`config.mk`:
```
export PLATFORM = sky130hd
export DESIGN_NAME = alu_4bit_driver_flat
export DESIGN_NICKNAME = d
export VERILOG_FILES = /design/src/rtl/alu_4bit_driver_if.sv /design/src/rtl/alu_4bit_driver.sv /design/src/flat_wrapper.sv
export SDC_FILE = /design/constraint.sdc
export NUM_CORES = 1
export LEC_CHECK = 0
export ABC_AREA = 1
export ABC_CLOCK_PERIOD_IN_PS = 1300
export CORE_MARGIN = 1
export CORE_UTILIZATION = 40
export CTS_CLUSTER_SIZE = 8
export DETAILED_ROUTE_END_ITERATION = 10
export GPL_ROUTABILITY_DRIVEN = 0
export PLACE_DENSITY = 0.77
export REMOVE_ABC_BUFFERS = 1
export SLEW_MARGIN = 20
export SYNTH_ARGS = -nofsm -noshare
export SYNTH_HDL_FRONTEND = slang
export SYNTH_SLANG_ARGS = --single-unit
```
`constraint.sdc`:
```
create_clock -name clk -period 1.3 [get_ports clk]
set_input_delay 0.325 -clock clk [delete_from_list [all_inputs] [get_ports clk]]
set_output_delay 0.325 -clock clk [all_outputs]
set_load 0.01 [all_outputs]
```
`src/rtl/alu_4bit_driver_if.sv`:
```
// Command, ALU and response bundle for alu_4bit_driver.
// Checker taps chk_err/err_cnt exist only when ALU_CHECK_EN is defined.
interface alu_4bit_driver_if #(
    parameter int WIDTH = 4
`ifdef ALU_CHECK_EN
    ,
    parameter int ERR_CNT_W = 8
`endif
);
    logic             cmd_valid;
    logic             cmd_ready;
    logic [WIDTH-1:0] cmd_a;
    logic [WIDTH-1:0] cmd_b;
    logic [1:0]       cmd_op;

    logic [WIDTH-1:0] alu_a;
    logic [WIDTH-1:0] alu_b;
    logic [1:0]       alu_sel;
    logic [WIDTH-1:0] alu_result;
    logic             alu_zero;

    logic             rsp_valid;
    logic             rsp_ready;
    logic [WIDTH-1:0] rsp_result;
    logic             rsp_zero;

    logic             busy;
`ifdef ALU_CHECK_EN
    logic                 chk_err;
    logic [ERR_CNT_W-1:0] err_cnt;
`endif

    modport master (
        input  cmd_valid,
        input  cmd_a,
        input  cmd_b,
        input  cmd_op,
        output cmd_ready,
        output alu_a,
        output alu_b,
        output alu_sel,
        input  alu_result,
        input  alu_zero,
        output rsp_valid,
        output rsp_result,
        output rsp_zero,
        input  rsp_ready,
        output busy
`ifdef ALU_CHECK_EN
        ,
        output chk_err,
        output err_cnt
`endif
    );

    modport slave (
        output cmd_valid,
        output cmd_a,
        output cmd_b,
        output cmd_op,
        input  cmd_ready,
        input  alu_a,
        input  alu_b,
        input  alu_sel,
        output alu_result,
        output alu_zero,
        input  rsp_valid,
        input  rsp_result,
        input  rsp_zero,
        output rsp_ready,
        input  busy
`ifdef ALU_CHECK_EN
        ,
        input  chk_err,
        input  err_cnt
`endif
    );
endinterface

```
`src/rtl/alu_4bit_driver.sv`:
```
// Initiator for a registered ALU: one command in flight, fixed-latency wait, held response.
// Define ALU_CHECK_EN to add the result checker (chk_err pulse, saturating err_cnt).
module alu_4bit_driver #(
    parameter int WIDTH   = 4,
    parameter int LATENCY = 2
`ifdef ALU_CHECK_EN
    ,
    parameter int ERR_CNT_W = 8
`endif
) (
    input logic                clk,
    input logic                rst_n,
    alu_4bit_driver_if.master  drv
);
    localparam int CNT_W = (LATENCY < 1) ? 1 : $clog2(LATENCY + 1);

    typedef enum logic [1:0] {
        S_IDLE,
        S_WAIT,
        S_RESP
    } state_e;

    state_e           state_q, state_d;
    logic [CNT_W-1:0] cnt_q, cnt_d;
    logic [WIDTH-1:0] alu_a_q, alu_a_d;
    logic [WIDTH-1:0] alu_b_q, alu_b_d;
    logic [1:0]       alu_sel_q, alu_sel_d;
    logic [WIDTH-1:0] res_q, res_d;
    logic             zero_q, zero_d;
    logic             capture;

    always_ff @(posedge clk) begin
        if (!rst_n) begin
            state_q   <= S_IDLE;
            cnt_q     <= '0;
            alu_a_q   <= '0;
            alu_b_q   <= '0;
            alu_sel_q <= '0;
            res_q     <= '0;
            zero_q    <= 1'b0;
        end else begin
            state_q   <= state_d;
            cnt_q     <= cnt_d;
            alu_a_q   <= alu_a_d;
            alu_b_q   <= alu_b_d;
            alu_sel_q <= alu_sel_d;
            res_q     <= res_d;
            zero_q    <= zero_d;
        end
    end

    always_comb begin
        state_d   = state_q;
        cnt_d     = cnt_q;
        alu_a_d   = alu_a_q;
        alu_b_d   = alu_b_q;
        alu_sel_d = alu_sel_q;
        res_d     = res_q;
        zero_d    = zero_q;
        capture   = 1'b0;
        unique case (state_q)
            S_IDLE: begin
                if (drv.cmd_valid) begin
                    alu_a_d   = drv.cmd_a;
                    alu_b_d   = drv.cmd_b;
                    alu_sel_d = drv.cmd_op;
                    cnt_d     = CNT_W'(LATENCY);
                    state_d   = S_WAIT;
                end
            end
            S_WAIT: begin
                // Operands stay on alu_* while the ALU pipeline fills.
                if (cnt_q == '0) begin
                    capture = 1'b1;
                    res_d   = drv.alu_result;
                    zero_d  = drv.alu_zero;
                    state_d = S_RESP;
                end else begin
                    cnt_d = cnt_q - 1'b1;
                end
            end
            S_RESP: begin
                if (drv.rsp_ready) begin
                    state_d = S_IDLE;
                end
            end
            default: state_d = S_IDLE;
        endcase
    end

    assign drv.cmd_ready  = (state_q == S_IDLE);
    assign drv.busy       = (state_q != S_IDLE);
    assign drv.rsp_valid  = (state_q == S_RESP);
    assign drv.rsp_result = res_q;
    assign drv.rsp_zero   = zero_q;
    assign drv.alu_a      = alu_a_q;
    assign drv.alu_b      = alu_b_q;
    assign drv.alu_sel    = alu_sel_q;

`ifdef ALU_CHECK_EN
    logic [WIDTH-1:0]     exp_res;
    logic                 exp_zero;
    logic                 mismatch;
    logic                 chk_err_q, chk_err_d;
    logic [ERR_CNT_W-1:0] err_cnt_q, err_cnt_d;

    always_comb begin
        exp_res = '0;
        unique case (alu_sel_q)
            2'b00:   exp_res = alu_a_q + alu_b_q;
            2'b01:   exp_res = alu_a_q - alu_b_q;
            2'b10:   exp_res = alu_a_q & alu_b_q;
            default: exp_res = alu_a_q | alu_b_q;
        endcase
        exp_zero = (exp_res == '0);
    end

    assign mismatch = capture &&
                      ((drv.alu_result != exp_res) ||
                       (drv.alu_zero != exp_zero));

    always_comb begin
        chk_err_d = mismatch;
        err_cnt_d = err_cnt_q;
        if (mismatch && (err_cnt_q != '1)) begin
            err_cnt_d = err_cnt_q + 1'b1;
        end
    end

    always_ff @(posedge clk) begin
        if (!rst_n) begin
            chk_err_q <= 1'b0;
            err_cnt_q <= '0;
        end else begin
            chk_err_q <= chk_err_d;
            err_cnt_q <= err_cnt_d;
        end
    end

    assign drv.chk_err = chk_err_q;
    assign drv.err_cnt = err_cnt_q;
`endif
endmodule

```
`src/flat_wrapper.sv`:
```
// flat-port wrapper written by rule: the top's interface ports become plain ports
module alu_4bit_driver_flat 
#(
    parameter int WIDTH   = 4,
    parameter int LATENCY = 2

)
  (clk, rst_n, drv_cmd_valid, drv_cmd_a, drv_cmd_b, drv_cmd_op, drv_cmd_ready, drv_alu_a, drv_alu_b, drv_alu_sel, drv_alu_result, drv_alu_zero, drv_rsp_valid, drv_rsp_result, drv_rsp_zero, drv_rsp_ready, drv_busy);
  alu_4bit_driver_if #(.WIDTH(WIDTH)) drv_i ();
  input logic clk;
  input logic rst_n;
  input wire logic [$bits(drv_i.cmd_valid)-1:0] drv_cmd_valid;
  input wire logic [$bits(drv_i.cmd_a)-1:0] drv_cmd_a;
  input wire logic [$bits(drv_i.cmd_b)-1:0] drv_cmd_b;
  input wire logic [$bits(drv_i.cmd_op)-1:0] drv_cmd_op;
  output wire logic [$bits(drv_i.cmd_ready)-1:0] drv_cmd_ready;
  output wire logic [$bits(drv_i.alu_a)-1:0] drv_alu_a;
  output wire logic [$bits(drv_i.alu_b)-1:0] drv_alu_b;
  output wire logic [$bits(drv_i.alu_sel)-1:0] drv_alu_sel;
  input wire logic [$bits(drv_i.alu_result)-1:0] drv_alu_result;
  input wire logic [$bits(drv_i.alu_zero)-1:0] drv_alu_zero;
  output wire logic [$bits(drv_i.rsp_valid)-1:0] drv_rsp_valid;
  output wire logic [$bits(drv_i.rsp_result)-1:0] drv_rsp_result;
  output wire logic [$bits(drv_i.rsp_zero)-1:0] drv_rsp_zero;
  input wire logic [$bits(drv_i.rsp_ready)-1:0] drv_rsp_ready;
  output wire logic [$bits(drv_i.busy)-1:0] drv_busy;
  assign drv_i.cmd_valid = drv_cmd_valid;
  assign drv_i.cmd_a = drv_cmd_a;
  assign drv_i.cmd_b = drv_cmd_b;
  assign drv_i.cmd_op = drv_cmd_op;
  assign drv_cmd_ready = drv_i.cmd_ready;
  assign drv_alu_a = drv_i.alu_a;
  assign drv_alu_b = drv_i.alu_b;
  assign drv_alu_sel = drv_i.alu_sel;
  assign drv_i.alu_result = drv_alu_result;
  assign drv_i.alu_zero = drv_alu_zero;
  assign drv_rsp_valid = drv_i.rsp_valid;
  assign drv_rsp_result = drv_i.rsp_result;
  assign drv_rsp_zero = drv_i.rsp_zero;
  assign drv_i.rsp_ready = drv_rsp_ready;
  assign drv_busy = drv_i.busy;
  alu_4bit_driver #(.WIDTH(WIDTH), .LATENCY(LATENCY)) u_core (.clk(clk), .rst_n(rst_n), .drv(drv_i));
endmodule
```
======== Word-level counts from Yosys, hierarchy flattened ========
Cells that the tools add are included.
cells by class
  add/subtract/negate cells ............... 1
  equal/unequal tests ..................... 6
  muxes and demuxes ....................... 7
  reductions and logical operators ........ 8
operators by type and width
  operator                                                                 number
  2-bit two-way mux                                                        5
  2-bit one-hot mux with 3 select lines                                    1
  3-bit AND reduction                                                      2
  2-bit logical NOT                                                        2
  2-bit by 1-bit inequality test with 1-bit output, second input constant  2
  2-bit inequality test, second input constant                             2
  2-bit one-hot mux with 2 select lines                                    1
  2-bit AND reduction                                                      2
  2-bit nonzero test                                                       2
  2-bit by 1-bit equality test with 1-bit output, second input constant    1
  2-bit equality test, second input constant                               1
  2-bit by 1-bit subtractor with 2-bit output, second input constant       1
storage, ports and cells
  register bits ........................... 19
  output and inout port bits .............. 18

======== Depth between registers and ports, before layout ========
  depth in word-level cells ............... 3
  depth in mapped cells ................... 7
  gate-level depth less buffers ........... 7

======== Least setup slack after synthesis ========
OpenSTA, ideal clock, no wires.
  path kind ............................... register to register
  from .................................... reg u_core.cnt_q[0]
  to ...................................... reg u_core.cnt_q[0]
  arrival ................................. 0.935 ns
  required time ........................... 1.187 ns
  path slack .............................. 0.252 ns
  cell stages (with the launch flop) ...... 7
  path through ............................ dfxtp_1 -> inv_1 -> ha_1 -> a21oi_1 -> nand2_1 -> nor2_1 -> nor2_1
between the ends
  word-level cells in the longest chain between the ends .. 3
  elaborated cells on any way between the ends .. 6
  those cells by class .................... add/sub: 1; eq/ne: 1; mux: 2; reduce/logical: 2
RTL lines
  what                                                                              line                                          source
  start: declaration                                                                alu_4bit_driver.sv:24                         logic [CNT_W-1:0] cnt_q, cnt_d;
  start signal: assignment                                                          alu_4bit_driver.sv:43                         cnt_q <= cnt_d;
  2-bit by 1-bit subtractor with 2-bit output or 2-bit logical NOT (tied branches)  alu_4bit_driver.sv:79, alu_4bit_driver.sv:73
  2-bit two-way mux or 2-bit inequality test (tied branches)                        n/a
  2-bit one-hot mux with 2 select lines or 3-bit AND reduction (tied branches)      n/a
Parallel ways exist; a longest one is shown, timed or not. The select of a mux whose other input is x is not followed.
A chain may end at the register's enable or synchronous reset.

======== Worst setup path after layout ========
  from .................................... reg u_core.state_q[0]
  to ...................................... out drv_busy
between the ends
  word-level cells in the longest chain between the ends .. 1
RTL lines
  what                      line                   source
  start: declaration        alu_4bit_driver.sv:23  state_e state_q, state_d;
  start signal: assignment  alu_4bit_driver.sv:42  state_q <= state_d;
  2-bit nonzero test        alu_4bit_driver.sv:92  assign drv.busy = (state_q != S_IDLE);
  end: declaration          flat_wrapper.sv:26     output wire logic [$bits(drv_i.busy)-1:0] drv_busy;
No other way between the ends.

==> results.rst <==
.. list-table::
   :header-rows: 1

   * - Metric
     - Value
   * - Critical path required time
     - between 900 and 1000 ps
   * - Starting Density
     - 0.423
   * - Via-per-instance ratio
     - 4.49
   * - Insertion delay of the later-clocked pin in the worst-skew pair
     - 290 ps
   * - Hold buffer count at cts
     - 0
   * - Final setup vio count
     - 0
   * - Static leakage
     - 0.578 nW
   * - Mapped Cells
     - 97
   * - Most common flop cell mapped by yosys
     - sky130_fd_sc_hd__dfxtp_1
   * - Clock-pin slew of the registers on the worst-case setup and hold paths
     - around 100 ps
   * - Total global-route track usage
     - 0.179
   * - Vias in the first global route
     - 653
   * - F_max
     - 789 MHz
   * - Maximum number of pins on one net before global-route repair
     - 13
   * - Crit path time final
     - between 1000 and 1500 ps
   * - Area of the core region
     - 1940 um2
   * - Overflow after GRT
     - 0
   * - DRC Markers
     - 0
   * - Total Nets Final
     - 163
   * - Share of synthesized flip-flops with an asynchronous set or reset
     - 0
   * - Number of synthesized register bits
     - 19
   * - Slew @ Worst Pin
     - between 200 and 250 ps
   * - Fraction of final layout cells sized beyond drive strength 1
     - 0.296
   * - Area Overhead vs Synth
     - 52.4%
   * - Critical Path Fanout Max
     - 3
   * - Max Clock Skew
     - between 3 and 4 ps
   * - Type of the setup path with the least slack
     - reg -> out
   * - Number of antenna violations at the first check in global routing
     - 0
   * - Number of enable-type register cells in the synthesized netlist
     - 0
   * - RSZ-0062 raised after global routing
     - yes
   * - Half-perimeter wire length after detailed placement
     - approximately 1400 um
   * - Combined area of all synthesized cells
     - 822 um2
   * - Number of buffer cells added on primary ports
     - 36
   * - Final-report max-slew violation count
     - 0
   * - Fin util
     - 0.645
   * - Final worst path period share
     - 0.974
   * - Sequential share of the synthesized area
     - 0.463
   * - Routed len/inst
     - 10.6 um
   * - Post-synthesis area per instance
     - 8.47 um2
   * - IO Pins
     - 37
   * - Die Width
     - between 40 and 50 um
   * - First-pass GRT wire length
     - 2700 um
   * - Count of vias placed by the detailed router
     - 758
   * - Normalized max-slew margin
     - 0.836
   * - CTS max path bufs
     - 2
   * - Type of origin of the critical path
     - flip-flop
   * - Num rows
     - 16
   * - Sort of element at the end of the critical path
     - primary output
   * - Total number of clock tree sinks
     - 19
   * - Total die area
     - ~2200 um2
   * - Final Hold Fails
     - 0
   * - Final Routed Wirelength
     - roughly 1800 um
   * - Worst-case vdd ir drop
     - 0.730 mV
   * - Fillers
     - 187
   * - Total chip power
     - 1.56 mW
   * - Worst Hold Class
     - reg -> reg
   * - Warning count from the yosys run
     - 0
   * - Post-Layout Inst Area
     - 1250 um2
   * - Power density over the cells
     - ~1200 nW/um2
   * - Level count of the clock H-tree
     - 1
   * - Clk Tree Root Cell
     - sky130_fd_sc_hd__clkbuf_4
   * - Area post-placement
     - approximately 1200 um2
   * - Setup bufs post-CTS
     - 0
   * - Chip height
     - roughly 47 um
   * - Remaining number of nets flagged by the antenna check after routing
     - 0
   * - Number of inserted diodes
     - 0
   * - Router iterations before antenna repair
     - 4
   * - Unique masters post-synth
     - 17
   * - 1st-iter DRT viols
     - 3
   * - Run status
     - completed
   * - Crit path arrival time
     - 940 ps
   * - Max Cap Viol
     - 0
   * - Clock tree from TritonCTS
     - built
   * - Number of CTS-inserted buffers
     - 3
[synthesized netlist by cell type (2+ instances only)]
library cell / instances / area share
sky130_fd_sc_hd__nor2_2: 10 / 0.076
sky130_fd_sc_hd__o21ai_2: 10 / 0.11
sky130_fd_sc_hd__dfxtp_1: 19 / 0.46
sky130_fd_sc_hd__inv_2: 2 / 0.0091
sky130_fd_sc_hd__inv_1: 7 / 0.032
sky130_fd_sc_hd__a21oi_1: 8 / 0.049
sky130_fd_sc_hd__nor2_1: 15 / 0.068
sky130_fd_sc_hd__nand2_1: 16 / 0.073
sky130_fd_sc_hd__nand3_1: 2 / 0.012
[cell families (layout without fill, tap and decap cells)]
family | count (synthesis) | count (layout) | share of synthesized area
AOI/OAI and AO/OA | 18 | 18 | 0.155
buffers and inverters | 12 | 57 | 0.0807
and+or+nand+nor | 47 | 47 | 0.286
DFF | 19 | 19 | 0.463
adders and majority gates | 1 | 1 | 0.0152
[report_power, final]
group | switching [mW] | total, mW | internal (mW)
Clock | 0.173 | 0.293 | 0.119
Combinational | 0.299 | 0.559 | 0.261
Sequential | 0.0474 | 0.712 | 0.665
Total | 0.519 | 1.56 | 1.04
[registers in the layout (all words and copies together), names as in the netlist]
| register | cells |
|---|---|
| u_core.drv.rsp_zero | 1 |
| u_core.cnt_q | 2 |
| u_core.state_q | 2 |
| u_core.drv.alu_b | 4 |
| u_core.drv.alu_a | 4 |
| u_core.drv.alu_sel | 2 |
| u_core.drv.rsp_result | 4 |
[per-layer routing]
metal | vias to the layer above | share of wire | track usage
met2 | 31 | 0.51 | 0.321
met3 | 5 | 0.078 | 0.0615
li1 | 396 | - | -
met4 | 0 | 0.019 | 0.0857
met1 | 326 | 0.39 | 0.183
met5 | - | 0 | 0
[cell type report]
cell class	count	area, um2	area share
inverter	10	38.8	0.0310
sequential	19	385	0.308
tap	27	33.8	0.0270
clock buffer	4	26.3	0.0210
multi-input combinational	66	383	0.306
timing repair buffer	43	385	0.308
[critical path: stages, from the launching register on]
cell                      delay (ps)
sky130_fd_sc_hd__dfxtp_2         360
sky130_fd_sc_hd__nor2_4          120
sky130_fd_sc_hd__inv_1            40
sky130_fd_sc_hd__buf_2           130
[repair_timing]
action / CTS / global route
gates resized for setup: 31 / 2
setup endpoints to repair: 18 / 2
hold endpoints to repair: 0 / 0
pin swaps: 1 / 0
[per-stage QoR]
| stage | setup WS [ps] | hold slack (ps) | cells | TNS (ps) |
|---|---|---|---|---|
| after floorplan | 212 | 430 | 95 | 0 |
| after global placement | -142 | 448 | 165 | -1610 |
| after detailed placement | -162 | 454 | 165 | -1840 |
| after CTS | 15.0 | 468 | 169 | 0 |
| after global routing | -21.5 | 490 | 169 | -30.6 |
| final | 33.2 | 467 | 169 | 0 |
[layout by cell type, fill, tap and decap left out, types with 2 or more instances in the layout]
| cell type | count |
|---|---|
| sky130_fd_sc_hd__a21oi_1 | 8 |
| sky130_fd_sc_hd__buf_2 | 2 |
| sky130_fd_sc_hd__buf_4 | 7 |
| sky130_fd_sc_hd__clkbuf_4 | 3 |
| sky130_fd_sc_hd__clkdlybuf4s50_1 | 18 |
| sky130_fd_sc_hd__dfxtp_1 | 17 |
| sky130_fd_sc_hd__dlygate4sd2_1 | 15 |
| sky130_fd_sc_hd__inv_1 | 7 |
| sky130_fd_sc_hd__inv_2 | 2 |
| sky130_fd_sc_hd__nand2_1 | 16 |
| sky130_fd_sc_hd__nand3_1 | 2 |
| sky130_fd_sc_hd__nor2_1 | 14 |
| sky130_fd_sc_hd__nor2_2 | 10 |
| sky130_fd_sc_hd__nor2_4 | 2 |
| sky130_fd_sc_hd__o21ai_2 | 10 |
[path summary, 6_finish.rpt]
path	startpoint	end	slack (ps)	depth (start not counted)
max	u_core.state_q[0]$_SDFFE_PN0P_	drv_busy	30	3
min	u_core.drv.rsp_result[1]$_SDFFE_PN0P_	u_core.drv.rsp_result[1]$_SDFFE_PN0P_	470	2
max reg2reg	u_core.state_q[0]$_SDFFE_PN0P_	u_core.drv.alu_a[0]$_SDFFE_PN0P_	130	6
min reg2reg	u_core.drv.rsp_result[1]$_SDFFE_PN0P_	u_core.drv.rsp_result[1]$_SDFFE_PN0P_	470	2
(Power assumes the default switching activity.)
